### src/rtl/wb_regfile_pkg.sv
// Pipeline-wide constants shared by decode, forwarding and write-back.
package wb_regfile_pkg;

  localparam int DATA_W   = 32;
  localparam int ADDR_W   = 5;
  localparam int NUM_REGS = 32;

  // Architectural zero register index: never written, always reads zero.
  localparam logic [4:0] ZERO_REG = 5'd0;

endpackage

### src/rtl/regfile_2r1w.sv
// Two-read/one-write architectural register file with synchronous clear,
// hardwired zero register and same-cycle write-to-read bypass.
module regfile_2r1w #(
  parameter int DATA_W   = wb_regfile_pkg::DATA_W,
  parameter int NUM_REGS = wb_regfile_pkg::NUM_REGS,
  parameter int ADDR_W   = wb_regfile_pkg::ADDR_W
) (
  input  logic              clk,
  input  logic              rst,
  input  logic              we,
  input  logic [ADDR_W-1:0] waddr,
  input  logic [DATA_W-1:0] wdata,
  input  logic [ADDR_W-1:0] raddr1,
  input  logic [ADDR_W-1:0] raddr2,
  output logic [DATA_W-1:0] rdata1,
  output logic [DATA_W-1:0] rdata2,
  output logic              commit
);
  import wb_regfile_pkg::*;

  localparam logic [ADDR_W-1:0] ZERO_IDX = ADDR_W'(ZERO_REG);

  logic [DATA_W-1:0] regs_q [NUM_REGS];
  logic [DATA_W-1:0] regs_d [NUM_REGS];

  // A write only lands when enabled, not aimed at r0, and not swallowed by reset;
  // the same qualifier gates the bypass so reset also suppresses forwarding.
  assign commit = we && (waddr != ZERO_IDX) && !rst;

  // Next array contents: unchanged except the committed destination.
  always_comb begin
    regs_d = regs_q;
    if (commit) begin
      regs_d[waddr] = wdata;
    end
  end

  // Array storage with synchronous clear; entry 0 is only ever cleared.
  always_ff @(posedge clk) begin
    if (rst) begin
      for (int i = 0; i < NUM_REGS; i++) begin
        regs_q[i] <= '0;
      end
    end else begin
      regs_q <= regs_d;
    end
  end

  // Read ports: zero register first, then bypass of the in-flight write, then array.
  assign rdata1 = (raddr1 == ZERO_IDX)            ? '0    :
                  (commit && (raddr1 == waddr))   ? wdata :
                                                    regs_q[raddr1];

  assign rdata2 = (raddr2 == ZERO_IDX)            ? '0    :
                  (commit && (raddr2 == waddr))   ? wdata :
                                                    regs_q[raddr2];

endmodule

### src/rtl/wb_regfile.sv
// Write-back stage: selects load data or ALU result, commits it into the
// register file and counts committed register writes.
module wb_regfile #(
  parameter int DATA_W   = wb_regfile_pkg::DATA_W,
  parameter int NUM_REGS = wb_regfile_pkg::NUM_REGS,
  parameter int ADDR_W   = wb_regfile_pkg::ADDR_W
) (
  input  logic              clk,
  input  logic              rst,
  input  logic              MemtoReg,
  input  logic              RegWrite,
  input  logic [DATA_W-1:0] MemData,
  input  logic [DATA_W-1:0] ALU_result,
  input  logic [ADDR_W-1:0] WriteReg,
  input  logic [ADDR_W-1:0] ReadReg1,
  input  logic [ADDR_W-1:0] ReadReg2,
  output logic [DATA_W-1:0] ReadData1,
  output logic [DATA_W-1:0] ReadData2,
  output logic [DATA_W-1:0] WriteData,
  output logic [31:0]       commit_count
);
  import wb_regfile_pkg::*;

  logic        commit;
  logic [31:0] commit_count_q;
  logic [31:0] commit_count_d;

  // Write-back select; independent of reset so EX forwarding always sees it.
  always_comb begin
    WriteData = MemtoReg ? MemData : ALU_result;
  end

  regfile_2r1w #(
    .DATA_W   (DATA_W),
    .NUM_REGS (NUM_REGS),
    .ADDR_W   (ADDR_W)
  ) u_rf (
    .clk    (clk),
    .rst    (rst),
    .we     (RegWrite),
    .waddr  (WriteReg),
    .wdata  (WriteData),
    .raddr1 (ReadReg1),
    .raddr2 (ReadReg2),
    .rdata1 (ReadData1),
    .rdata2 (ReadData2),
    .commit (commit)
  );

  // Commit counter next value; wraps silently at 2^32.
  always_comb begin
    commit_count_d = commit_count_q;
    if (commit) begin
      commit_count_d = commit_count_q + 32'd1;
    end
  end

  // Commit counter register, cleared by reset.
  always_ff @(posedge clk) begin
    if (rst) begin
      commit_count_q <= '0;
    end else begin
      commit_count_q <= commit_count_d;
    end
  end

  assign commit_count = commit_count_q;

endmodule

### config.mk
export PLATFORM = sky130hd
export DESIGN_NAME = wb_regfile
export DESIGN_NICKNAME = d
export VERILOG_FILES = /design/src/rtl/wb_regfile_pkg.sv /design/src/rtl/regfile_2r1w.sv /design/src/rtl/wb_regfile.sv
export SDC_FILE = /design/constraint.sdc
export NUM_CORES = 2
export LEC_CHECK = 0
export CORE_MARGIN = 1
export CORE_UTILIZATION = 50
export CTS_CLUSTER_DIAMETER = 120
export DETAILED_ROUTE_END_ITERATION = 12
export PLACE_DENSITY = 0.67
export SLEW_MARGIN = 15
export SYNTH_ARGS = -nofsm -noshare
export SYNTH_HDL_FRONTEND = slang
export SYNTH_HIERARCHICAL = 1
export SYNTH_SLANG_ARGS = --single-unit
### constraint.sdc
create_clock -name clk -period 3.25 [get_ports clk]
set_input_delay 0.65 -clock clk [delete_from_list [all_inputs] [get_ports clk]]
set_output_delay 0.65 -clock clk [all_outputs]
set_load 0.02 [all_outputs]
==> flow_summary.yaml <==
route:
  drc: 0
  wl_per_cell_microns: 28.4
  viasPerCell: 6.67
  drt_pass1_iterations: 10
  finalWirelength_microns: 231000
  drt-initial-drc-count: 8605
  drtAntennaViolNets: 0
  vias: 54200
cells_and_area:
  utilization_pct: 64.8
  area_growth_pct: 28.1
  nets: 6728
  drive_above_1_share_pct: 26.3
cts:
  clk_pin_slew_ns: 0.06
  cts_sinks: 1056
  clockBufferDepth: 3
  postCtsHoldBufs: 0
  cts_buffers: 108
  htree_levels: 3
  cts_root_buf: "clkbuf_16"
  clk_latency_ns: 0.71
  cts_tree: "built"
yosys:
  synthArstFlopShare_pct: 0
  synth_warnings: 6
  synth_cells: 6199
  syn_area_sq_um: 54300
  synth-xor-area-share_pct: 0.291
  synth_edf_count: 0
  ys_ff_latch: 1056
  synthAdderAreaFrac_pct: 0.0231
  seq_area_frac_synth_pct: 39.0
  syn_nets: 6283
  synth-compound-area-share_pct: 15.9
  syn_area_per_cell_sq_um: 8.75
  synth_top_family_by_area: "multiplexers"
  yosys.area_share.simple_pct: 16.3
  ys.flop_type: "dfxtp_1"
  netlist-cell-type-count: 64
  muxShareOfSynthArea_pct: 22.9
global_route:
  grt_antenna_before_repair: 7
  grt_pass1_vias: 51200
  track_usage_pct: 40.3
  grt_max_degree: 215
  overflow: 0
  grt_first_pass_wirelength_microns: 334000
sta:
  maxSlewViolCount: 0
  fin_crit_sh_pct: 104
  rsz0062_at_grt: "yes"
  period_minus_slack_ns: 3.39
  fin_ws_ns: -0.144
  tightest_slew_ns: 1.23
  hold_viol: 0
  fmax_ghz: 0.295
  setup_viol: 34
  clock_skew_ns: 0.0197
  relSlewSlack_pct: 17.9
setup_path:
  cp_cell_sequence: "mux4_2 -> a22o_1 -> a221oi_4 -> buf_4 -> o211ai_1 -> o211a_1 -> buf_6"
  crit_path_max_fanout: 3
  cpPeakStageDelay_ns: 0.52
  worst-path-buf-inv: 2
  critPathLaunchType: "flop"
  critical_path_arrival_ns: 2.74
  cp_slowest_cell: "mux4_2"
  cp-end-kind: "output port"
  crit_required_ns: 2.60
  critPathTopFamily: "compound AO/OA/AOI/OAI gates"
  critPathKind: "reg -> out"
power:
  power-per-cell-area_nw_per_um2: 434
  p_switching_mw: 7.68
  leakagePower_nw: 24.4
  peakVddDrop_v: 0.000422
  finalPower_mw: 30.2
  p_clk_share_pct: 44.4
  power_frac_seq_pct: 43.2
  comb_power_share_pct: 12.3
  switching_share_pct: 25.5
  internal-power_mw: 22.5
floorplanning:
  boundaryPins: 211
  fp.dieH_microns: 331
  dieArea_sq_um: 110000
  die_w_microns: 331
  placementRows: 120
  start_util_pct: 50.5
  core-area_sq_um: 107000
job:
  max-cap-violations: 0
worst_hold_path:
  min_path_type: "reg -> reg"
outcome:
  violations: "negative setup slack"
  outcome: "finished, violations left"
placement:
  place.gp.congestion: 1.01
  port_buffers: 210
  hpwl_microns: 139000
==> cell usage after synthesis, types with 3 or more instances <==
master	n	share of area, %
xor2_1	12	0.19
nand3b_1	5	0.069
nor3_1	6	0.055
mux2_2	56	1.2
o22ai_1	32	0.37
o211ai_1	32	0.44
nor2_1	49	0.34
clkbuf_1	453	3.1
or2_2	4	0.046
o211a_1	31	0.57
nor4_1	3	0.035
o21ai_0	46	0.42
a221oi_1	51	0.82
mux4_2	402	17
a21oi_1	1068	9.9
inv_1	5	0.035
dfxtp_1	1056	39
a31oi_1	54	0.62
xnor2_1	6	0.097
buf_12	6	0.22
o31ai_1	9	0.12
or3_2	4	0.055
nor2b_1	39	0.45
nand2b_1	3	0.035
a22oi_1	63	0.87
o21ai_1	9	0.083
o22a_1	21	0.34
buf_2	123	1.1
buf_1	19	0.13
nand4_1	10	0.12
or3_1	10	0.12
mux2i_1	233	4.3
or4_1	11	0.15
and3b_1	4	0.065
mux4_1	15	0.73
and3_1	8	0.092
buf_4	39	0.54
and2_1	5	0.058
a22o_1	72	1.2
nand3_1	16	0.15
o21a_1	10	0.14
nand2_1	2055	14
buf_6	16	0.33
==> registers in the layout (all words and copies together) (netlist names) <==
name and count:
u_rf/regs_q 1024, commit_count 32
==> kinds of logic (layout without fill, tap and decap cells) <==
family | after synthesis | in the layout
simple gates | 2248 | 2248
other cells | 0 | 1
flops | 1056 | 1056
compound gates | 1504 | 1504
buf+inv | 666 | 1195
fa+ha+maj | 1 | 1
xor+xnor | 18 | 18
mux | 706 | 706
==> routing by layer <==
layer  wire length, microns  share of wire [%]  vias up  global-route usage (%)
li1                       -                  -    22700                       -
met4                  16300                7.0        8                    25.9
met5                     57              0.025        -                       0
met2                  98500                 43     4593                    59.0
met1                  80000                 35    25800                    50.8
met3                  36400                 16     1119                    13.8
==> final timing paths <==
check | startpoint | endpoint | depth (start not counted) | slack (ns)
setup / recovery | u_rf/regs_q[389]$_SDFFE_PP0P_ | ReadData1[5] | 7 | -0.14
hold / removal | u_rf/regs_q[174]$_SDFFE_PP0P_ | u_rf/regs_q[174]$_SDFFE_PP0P_ | 2 | 0.47
setup reg to reg | commit_count[0]$_SDFFE_PP0P_ | commit_count[16]$_SDFFE_PP0P_ | 6 | 1.07
hold reg to reg | u_rf/regs_q[174]$_SDFFE_PP0P_ | u_rf/regs_q[174]$_SDFFE_PP0P_ | 2 | 0.47
==> tightest hold or removal path: cells and delay by family, from the launching register on <==
| kind | cells | cell delay [ns] |
|---|---|---|
| AOI/OAI and AO/OA | 1 | 0.05 |
| DFF | 1 | 0.32 |
| and+or+nand+nor | 1 | 0.05 |
==> stage by stage <==
stage	setup WS, ns	hold WS (ns)	TNS (ns)	cells	instance area (sq um)
finish	-0.144	0.468	-2.30	8132	69500
CTS	-0.115	0.466	-1.16	8082	68300
global route	-0.177	0.484	-2.89	8132	69500
floorplan	0.258	0.441	0	6199	54300
global placement	-0.976	0.449	-43.15	7765	61600
detailed placement	-0.967	0.458	-44.06	7765	61600
==> placed cells by master (no fill, tap or decap), types with 31 or more instances in the layout <==
cell type        instances
o211a_1                 31
buf_6                   93
nand2_2                 32
a31oi_1                 32
nor2_4                  32
o211ai_1                32
nand2_1               2023
buf_4                  530
mux2i_1                210
clkbuf_8                32
a21oi_1               1045
a221oi_2                39
o21ai_0                 37
buf_16                  35
clkdlybuf4s50_1        128
nor2b_1                 36
buf_12                 153
clkbuf_16              119
dfxtp_1               1038
mux2_2                  50
mux4_2                 406
a22o_1                  72
a22oi_1                 59
==> final cells by class <==
type                       count  area, sq um
fill                        8255        37800
multi-input combinational   4477        31600
sequential                  1056        21200
timing repair buffer         995        11200
clock buffer                 160         3320
tap                         1403         1760
clock inverter                34          464
inverter                       6         22.5
antenna                        1         2.50
==> repair_timing <==
item                                    in CTS  in global routing
cloned                                      29                  6
resized for setup                          531                201
buffers inserted                            98                 58
endpoints found under the setup margin      64                 63
pin swaps                                   90                104
hold endpoints to repair                     0                  0
==> power by group through the flow <==
stage / registers (mW) / logic [mW] / clock network, mW
3_3_place_gp: 13.3 / 3.03 / 0
2_1_floorplan: 13.3 / 1.65 / 0
4_1_cts: 13.0 / 3.45 / 13.4
6_report: 13.0 / 3.72 / 13.4
5_1_grt: 13.0 / 3.79 / 13.9
3_5_place_dp: 13.3 / 3.04 / 0
Note: power is estimated with default switching activity, not from simulation.
